==> src/rtl/sa_ctrl_pkg.sv <==
// Shared definitions for the 3x3 systolic array sequencer: state encoding,
// array geometry and operand element-index helpers.
package sa_ctrl_pkg;

  localparam int SA_N        = 3;
  localparam int NUM_PE      = SA_N * SA_N;
  localparam int FEED_CYCLES = 2 * SA_N + 1;
  localparam int CNT_W       = 3;

  localparam logic [CNT_W-1:0] FEED_LAST = CNT_W'(FEED_CYCLES - 1);

  typedef enum logic [2:0] {
    ST_IDLE    = 3'd0,
    ST_CLEAR   = 3'd1,
    ST_FEED    = 3'd2,
    ST_DRAIN   = 3'd3,
    ST_CAPTURE = 3'd4,
    ST_DONE    = 3'd5
  } state_t;

  // A lane carries real data only while t-lane falls inside 0..SA_N-1.
  function automatic logic lane_active(input logic [CNT_W-1:0] t, input int lane);
    int k;
    k = int'(t) - lane;
    return (k >= 32'sd0) && (k < SA_N);
  endfunction

  // Row lane i at step t presents A[i][t-i]: flat index 3i + (t-i) = t + 2i.
  function automatic logic [3:0] row_elem(input logic [CNT_W-1:0] t, input int lane);
    return 4'(int'(t) + 2 * lane);
  endfunction

  // Column lane j at step t presents B[t-j][j]: flat index 3(t-j) + j = 3t - 2j.
  function automatic logic [3:0] col_elem(input logic [CNT_W-1:0] t, input int lane);
    return 4'(3 * int'(t) - 2 * lane);
  endfunction

endpackage

==> src/rtl/sa_skew_feeder.sv <==
// Skewed operand selection: picks the diagonal wavefront of A and B for the
// current feed step, driving zero outside each lane's valid window.
module sa_skew_feeder
  import sa_ctrl_pkg::*;
#(
  parameter int DW = 32
) (
  input  logic [NUM_PE*DW-1:0] a_lat,
  input  logic [NUM_PE*DW-1:0] b_lat,
  input  logic                 feed_en,
  input  logic [CNT_W-1:0]     t,
  output logic [DW-1:0]        sa_a1,
  output logic [DW-1:0]        sa_a2,
  output logic [DW-1:0]        sa_a3,
  output logic [DW-1:0]        sa_b1,
  output logic [DW-1:0]        sa_b2,
  output logic [DW-1:0]        sa_b3
);

  logic [DW-1:0] a_el   [NUM_PE];
  logic [DW-1:0] b_el   [NUM_PE];
  logic [DW-1:0] row_op [SA_N];
  logic [DW-1:0] col_op [SA_N];

  for (genvar e = 0; e < NUM_PE; e++) begin : g_unpack
    assign a_el[e] = a_lat[e*DW +: DW];
    assign b_el[e] = b_lat[e*DW +: DW];
  end

  // Select each lane's element for step t, zero when the lane is idle.
  always_comb begin
    for (int lane = 0; lane < SA_N; lane++) begin
      if (feed_en && lane_active(t, lane)) begin
        row_op[lane] = a_el[row_elem(t, lane)];
        col_op[lane] = b_el[col_elem(t, lane)];
      end else begin
        row_op[lane] = {DW{1'b0}};
        col_op[lane] = {DW{1'b0}};
      end
    end
  end

  assign sa_a1 = row_op[0];
  assign sa_a2 = row_op[1];
  assign sa_a3 = row_op[2];
  assign sa_b1 = col_op[0];
  assign sa_b2 = col_op[1];
  assign sa_b3 = col_op[2];

endmodule

==> src/rtl/systolic_ctrl.sv <==
// Sequencer for the 3x3 output-stationary MAC array: latches operands on
// start, clears the array, feeds skewed operands, drains, captures results.
module systolic_ctrl
  import sa_ctrl_pkg::*;
#(
  parameter int DW      = 32,
  parameter int MAC_LAT = 1
) (
  input  logic                 clk,
  input  logic                 rst,
  input  logic                 start,
  input  logic [NUM_PE*DW-1:0] a_mat,
  input  logic [NUM_PE*DW-1:0] b_mat,
  output logic                 busy,
  output logic                 done,
  output logic [NUM_PE*DW-1:0] c_mat,
  output logic                 sa_clr_n,
  output logic [DW-1:0]        sa_a1,
  output logic [DW-1:0]        sa_a2,
  output logic [DW-1:0]        sa_a3,
  output logic [DW-1:0]        sa_b1,
  output logic [DW-1:0]        sa_b2,
  output logic [DW-1:0]        sa_b3,
  input  logic [DW-1:0]        sa_c1,
  input  logic [DW-1:0]        sa_c2,
  input  logic [DW-1:0]        sa_c3,
  input  logic [DW-1:0]        sa_c4,
  input  logic [DW-1:0]        sa_c5,
  input  logic [DW-1:0]        sa_c6,
  input  logic [DW-1:0]        sa_c7,
  input  logic [DW-1:0]        sa_c8,
  input  logic [DW-1:0]        sa_c9
);

  localparam logic [CNT_W-1:0] DRAIN_LAST = CNT_W'(MAC_LAT - 1);

  state_t               state;
  logic [CNT_W-1:0]     cnt;
  logic [NUM_PE*DW-1:0] a_lat;
  logic [NUM_PE*DW-1:0] b_lat;

  // Job sequencer: state, step counter, operand latches and registered outputs.
  always_ff @(posedge clk or negedge rst) begin
    if (!rst) begin
      state    <= ST_IDLE;
      cnt      <= {CNT_W{1'b0}};
      a_lat    <= {(NUM_PE*DW){1'b0}};
      b_lat    <= {(NUM_PE*DW){1'b0}};
      c_mat    <= {(NUM_PE*DW){1'b0}};
      busy     <= 1'b0;
      done     <= 1'b0;
      sa_clr_n <= 1'b0;
    end else begin
      case (state)
        ST_IDLE: begin
          done <= 1'b0;
          cnt  <= {CNT_W{1'b0}};
          if (start) begin
            a_lat    <= a_mat;
            b_lat    <= b_mat;
            state    <= ST_CLEAR;
            busy     <= 1'b1;
            sa_clr_n <= 1'b0;
          end else begin
            busy     <= 1'b0;
            sa_clr_n <= 1'b1;
          end
        end
        ST_CLEAR: begin
          state    <= ST_FEED;
          sa_clr_n <= 1'b1;
          cnt      <= {CNT_W{1'b0}};
        end
        ST_FEED: begin
          if (cnt == FEED_LAST) begin
            state <= ST_DRAIN;
            cnt   <= {CNT_W{1'b0}};
          end else begin
            cnt <= cnt + 3'd1;
          end
        end
        ST_DRAIN: begin
          if (cnt == DRAIN_LAST) begin
            state <= ST_CAPTURE;
            cnt   <= {CNT_W{1'b0}};
          end else begin
            cnt <= cnt + 3'd1;
          end
        end
        ST_CAPTURE: begin
          c_mat <= {sa_c9, sa_c8, sa_c7, sa_c6, sa_c5, sa_c4, sa_c3, sa_c2, sa_c1};
          state <= ST_DONE;
          done  <= 1'b1;
        end
        ST_DONE: begin
          state <= ST_IDLE;
          done  <= 1'b0;
          busy  <= 1'b0;
        end
        default: begin
          state    <= ST_IDLE;
          cnt      <= {CNT_W{1'b0}};
          busy     <= 1'b0;
          done     <= 1'b0;
          sa_clr_n <= 1'b1;
        end
      endcase
    end
  end

  sa_skew_feeder #(.DW(DW)) u_feeder (
    .a_lat   (a_lat),
    .b_lat   (b_lat),
    .feed_en (state == ST_FEED),
    .t       (cnt),
    .sa_a1   (sa_a1),
    .sa_a2   (sa_a2),
    .sa_a3   (sa_a3),
    .sa_b1   (sa_b1),
    .sa_b2   (sa_b2),
    .sa_b3   (sa_b3)
  );

endmodule

==> config.mk <==
export PLATFORM = sky130hd
export DESIGN_NAME = systolic_ctrl
export DESIGN_NICKNAME = d
export VERILOG_FILES = /design/src/rtl/sa_ctrl_pkg.sv /design/src/rtl/sa_skew_feeder.sv /design/src/rtl/systolic_ctrl.sv
export SDC_FILE = /design/constraint.sdc
export NUM_CORES = 2
export LEC_CHECK = 0
export BUFFER_PORTS_ARGS = -buffer_cell sky130_fd_sc_hd__buf_2
export CAP_MARGIN = 20
export CELL_PAD_IN_SITES_DETAIL_PLACEMENT = 0
export CELL_PAD_IN_SITES_GLOBAL_PLACEMENT = 1
export CORE_AREA = 2 2 533 535
export CTS_BUF_LIST = sky130_fd_sc_hd__clkbuf_8
export DETAILED_ROUTE_END_ITERATION = 10
export DIE_AREA = 0 0 535 537
export MAX_ROUTING_LAYER = met4
export PLACE_DENSITY_LB_ADDON = 0.1
export SLEW_MARGIN = 30
export SYNTH_ARGS = -nofsm -noshare
export SYNTH_HDL_FRONTEND = slang
export SYNTH_HIERARCHICAL = 1
export SYNTH_SLANG_ARGS = --single-unit
==> constraint.sdc <==
create_clock -name clk -period 8.3 [get_ports clk]
set_input_delay 0.415 -clock clk [delete_from_list [all_inputs] [get_ports clk]]
set_output_delay 0.415 -clock clk [all_outputs]
set_load 0.03 [all_outputs]
== Word level (Yosys, flattened, before mapping) ==
Index checks and enable logic that the tools add are counted.
Word-level totals
  input port bits: 867
  word-level logic and storage cells: 93
  register bits: 873
  output and inout bits: 483
Cells by class
  reduce and logical (&&, ||, !) cells: 14
  bitwise gates (word level): 6
  eq/ne operators: 9
  add/subtract/negate cells: 7
  muxes and demuxes: 36
  multipliers: 1
  magnitude comparators: 12
Operators by type and width (count)
  32-bit binary-select mux with 4-bit select: 6
  32-bit two-way mux: 18
  32-bit by 1-bit greater-or-equal comparator with 1-bit output (second input constant): 2
  32-bit by 3-bit < comparator with 1-bit output (second input constant): 2
  5-bit greater-or-equal comparator (second input constant): 6
  4-bit NOT with 5-bit output: 5
  3-bit two-way mux: 5
  3-bit case mux with 5 select lines: 1
  3-bit == test (second input constant): 3
  3-bit case mux with 3 select lines: 1
  4-bit OR reduction: 2
  3-bit by 2-bit == test with 1-bit output (second input constant): 2
  1-bit logical AND: 6
  3-bit zero test: 2
  2-bit != test (second input constant): 3
  1-bit case mux with 2 select lines: 3
  3-bit NOT with 5-bit output: 1
  3-bit by 2-bit adder with 4-bit output (second input constant): 1
  3-bit by 3-bit adder with 4-bit output (second input constant): 1
  2-bit by 3-bit multiplier with 4-bit output (first input constant): 1
  3-bit by 1-bit subtractor with 4-bit output (second input constant): 1
  3-bit by 2-bit subtractor with 4-bit output (second input constant): 1
  4-bit by 3-bit subtractor with 4-bit output (second input constant): 1
  4-bit subtractor (second input constant): 1
  other kinds (9): 10

== Logic depth before layout (Yosys ltp) ==
  depth after elaboration: 7
  depth in mapped cells: 16
  depth with buffers taken out: 8

== By module ==
Netlist, hierarchy kept.
Modules (own cells, without submodules)
  systolic_ctrl: instances 1, sequential area each 21846.0 um^2, area each 35540.3 um^2, cells an instance 1881
  sa_skew_feeder: instances 1, sequential area each 0.0 um^2, area each 9984.6 um^2, cells an instance 951

== Worst setup path after synthesis ==
OpenSTA, ideal clock, no wires.
  path type: register to output
  start: reg cnt[0]
  end: out sa_b2[12]
  path slack: 3.872 ns
  data arrival time: 4.013 ns
  buffers on the path: 9
  data required time: 7.885 ns
  stages on the path, launching flop included: 17
  path through: dfrtp_1 > buf_2 > buf_2 > buf_4 > clkbuf_1 > inv_1 > buf_2 > ha_1 > buf_4 > inv_2 > buf_4 > ha_1 > clkbuf_1 > clkbuf_1 > mux4_2 > mux2i_1 > o22ai_1
On the way
  word-level cells in the longest chain between the ends: 7
RTL lines
  start: declaration: line systolic_ctrl.sv:38  | logic [CNT_W-1:0] cnt;
  start signal: assignment: line systolic_ctrl.sv:46  | cnt <= {CNT_W{1'b0}};
  start signal: assignment: line systolic_ctrl.sv:57  | cnt <= {CNT_W{1'b0}};
  start signal: assignment: line systolic_ctrl.sv:72  | cnt <= {CNT_W{1'b0}};
  2-bit by 3-bit multiplier with 4-bit output: line sa_ctrl_pkg.sv:35  | return 4'(3 * int'(t) - 2 * lane);
  4-bit by 3-bit subtractor with 4-bit output: line sa_ctrl_pkg.sv:35
  4-bit NOT with 5-bit output (not written as such): line sa_skew_feeder.sv:35  | col_op[lane] = b_el[col_elem(t, lane)];
  32-bit binary-select mux with 4-bit select: line sa_skew_feeder.sv:35
  32-bit two-way mux (not written as such) (2 in series): line sa_skew_feeder.sv:35
  32-bit two-way mux *: line sa_skew_feeder.sv:33  | if (feed_en && lane_active(t, lane)) begin
  end: declaration: line systolic_ctrl.sv:22  | output logic [DW-1:0] sa_b2,
Every way passes the cells marked *; elsewhere a longest branch is shown, timed or not. The select of a mux whose other input is x is not followed.

== Worst setup path after layout ==
  start: reg cnt[1]
  end: out sa_b2[30]
Same word-level chain as after synthesis.

==> results.toml <==
[routing]
drcViolationCount = 0
ant_nets = 0
viasPerCell = 3.87
wl_per_cell_um = 25.9
dr.first_iter.drc_count = 1719
routed_wl_um = 233000
vias = 34865
first_pass_iters = 5

[clocking]
root_buffer = "clkbuf_8"
cts_tree = "built"
numCtsBuffers = 192
worstSkewPairLatency_ns = 1.01
clk_pin_slew_ns = 0.06
htreeDepth = 4
cts.sinks = 873
cts_max_path_buffers = 4
postCtsSetupBuffers = 0

[yosys]
synth_edf_count = 0
ys_async_sr_fraction_pct = 100
syn-mean-instance-area_sq_um = 16.1
yosys.area.top_type = "dfrtp_1"
syn_nets = 3713
synth_area_leaders = "dfrtp_1 48%, mux2_4 20%, mux4_2 13%"
ys_seq_area_share_pct = 48.0
synth_top_area_share_pct = 48.0
yosys.cell_types.count = 53
synth_flop_cell = "dfrtp_1"
syn_inst = 2832
post_synth_instance_area_sq_um = 45500
ys_warn_count = 6
synth_seq_cells = 873

[global_routing]
grt_max_degree = 131
grt_util_met3_pct = 3.48
antenna_found_initial = 137
grt_pass1_vias = 37502
track_usage_pct = 16.3
use_met2_pct = 27.2
grt_pass1_wl_um = 320000
grtUsageMet1_pct = 19.9
grt_overflow_total = 0
grt.busiest_layer = "met2"

[sta]
fin_crit_ns = 6.78
rsz0062_at_grt = "false"
fmax_ghz = 0.147
setup-tns-final_ns = 0
period_share_pct = 81.7
slew_headroom_pct = 31.7
finalClockSkew_ns = 0.128
slew_viol_final = 0
hold_violations = 0
tightest_slew_ns = 1.02
setup_viol = 0

[layout]
syn_to_final_growth_pct = 50.1
final_core_util_pct = 24.3
seqCellArea_sq_um = 21900
multi_input_area_sq_um = 21600
drive_gt1_share_pct = 53.9
num-fill-cells = 29967
nets = 5955

[place]
dp_hpwl_um = 176000
numPortBuffers = 1349
place_congestion = 0.780

[floorplan]
core_area_sq_um = 281000
die_area_sq_um = 287000
die_h_um = 537
rows = 195
die-width_um = 535
initial_core_util_pct = 16.2
ioPinCount = 1350

[status]
outcome = "finished, final reports clean"

[worst_setup_path]
cp-start-kind = "flop"
crit_fanout = 38
critPathRequiredTime_ns = 7.89
crit_arrival_ns = 6.37
cp-end-kind = "primary output"
crit_type = "flop to primary output"

[power_and_ir_drop]
switchingPower_mw = 12.2
intPower_mw = 16.4
report.power.total_mw = 28.6
leakage_nw = 30.1
powerDensity_nw_per_um2 = 418
vdd_ir_drop_max_v = 0.000213
pwr-share-seq_pct = 29.0
combPwrFrac_pct = 53.6
swShare_pct = 42.6
p_clk_share_pct = 17.4

[hold_path]
min_path_type = "input pin to flop"

[run]
drv_cap = 0
-- per-layer routing --
| metal | share of wire [%] | up-vias |
|---|---|---|
| li1 | - | 15282 |
| met1 | 43 | 17869 |
| met2 | 49 | 1280 |
| met3 | 5.7 | 434 |
| met4 | 2.9 | 0 |
| met5 | 0 | - |
-- Yosys cell counts, types with 12 or more instances --
cell	number
buf_6	23
mux4_2	256
buf_12	55
a22oi_1	65
a221o_1	32
buf_1	16
mux2_4	598
clkbuf_1	63
mux2_2	263
buf_2	58
o21ai_0	33
mux2i_1	31
a21oi_1	35
and2_1	33
nor2_1	106
nand2_1	13
o22ai_1	31
ha_1	12
buf_4	14
nand3_1	35
nand2b_1	37
nor2b_1	68
dfrtp_1	873
o211ai_1	31
-- state kept, by name, indices dropped and copies added, names as in the netlist --
signal / flops
a_lat: 288
b_lat: 288
c_mat: 288
cnt: 3
state: 3
busy: 1
done: 1
sa_clr_n: 1
-- placed cells by master (no fill, tap or decap), types with 3 or more instances in the layout --
cell and count:
a21oi_1 34, a221o_1 32, a22oi_1 65, and2_1 32, buf_12 16, buf_2 1348, buf_4 41, clkbuf_8 242
clkinv_2 12, dfrtp_1 871, diode_2 52, dlygate4sd3_1 872, ha_1 10, inv_1 80, inv_6 3, inv_8 3
mux2_1 4, mux2_2 263, mux2_4 598, mux2i_1 31, mux4_2 256, nand2_1 10, nand2_2 3, nand2b_1 37
nand3_1 35, nor2_1 101, nor2_2 4, nor2b_1 68, o211ai_1 31, o21ai_0 33, o22ai_1 31, xnor2_1 3
-- cell families (layout without fill, tap and decap cells) --
group	after synthesis	count (layout)	share of synthesized area, %
multiplexers	1152	1152	39.7
flip-flops	873	873	48.0
AND/OR/NAND/NOR	311	311	3.56
buffers and inverters	243	2627	4.64
AO/OA/AOI/OAI	234	234	3.58
adder cells (fa/ha/maj)	14	14	0.418
XOR/XNOR	5	5	0.129
other	0	52	0
-- worst paths after layout --
| kind | from | to | slack [ns] | cells past startpoint |
|---|---|---|---|---|
| hold reg to reg | done | done | 0.48 | 1 |
| hold / removal | sa_c9[13] | c_mat[269] | 0.16 | 3 |
| setup / recovery | cnt[1] | sa_b2[30] | 1.52 | 9 |
| setup reg to reg | state[0] | b_lat[26] | 5.09 | 4 |
| min in group asynchronous | rst | c_mat[20] | 0.58 | 3 |
| max in group asynchronous | rst | a_lat[17] | 5.62 | 5 |
-- critical path, cell delays in order, from the launching register on --
cell	delay (ns)
dfrtp_4	0.84
inv_1	0.33
ha_4	0.76
clkinv_2	0.63
ha_4	0.95
nand2_1	0.09
or3_2	0.42
buf_4	0.30
o22ai_1	0.61
buf_2	0.32
-- per-stage QoR --
| step | std cells | hold WS (ns) | area [sq um] | setup slack (ns) |
|---|---|---|---|---|
| after global placement | 7750 | 0.463 | 55600 | 2.33 |
| after CTS | 8959 | 0.000107 | 68200 | 1.11 |
| final | 9011 | 0.162 | 68300 | 1.52 |
| after floorplan | 2832 | 0.119 | 45500 | 3.87 |
| after detailed placement | 7750 | 0.462 | 55600 | 2.31 |
| after global routing | 9001 | 0.0498 | 68300 | 1.06 |
-- final cells by class --
class                           count  area share (%)
Clock buffer                      242            4.88
Inverter                           12          0.0678
Sequential cell                   873            32.0
Antenna cell                       52           0.190
Tap cell                         3743            6.86
Timing Repair Buffer             2279            23.6
Multi-Input combinational cell   1716            31.7
Clock inverter                     94           0.729
-- repair_timing --
action / in CTS / in global routing
gates resized for setup: 0 / 0
endpoints found under the setup margin: 0 / 0
hold buffers: 873 / 0
hold endpoints to repair: 953 / 0
-- power groups by stage --
| stage | clock (mW) | sequential (mW) | combinational, mW |
|---|---|---|---|
| final | 4.98 | 8.28 | 15.3 |
| after global routing | 5.42 | 8.62 | 16.2 |
| after CTS | 5.25 | 8.31 | 15.6 |
| after detailed placement | 0 | 8.34 | 15.1 |
| after global placement | 0 | 8.38 | 15.1 |
| after floorplan | 0 | 9.06 | 9.55 |
Power figures use the tool's default switching activity.
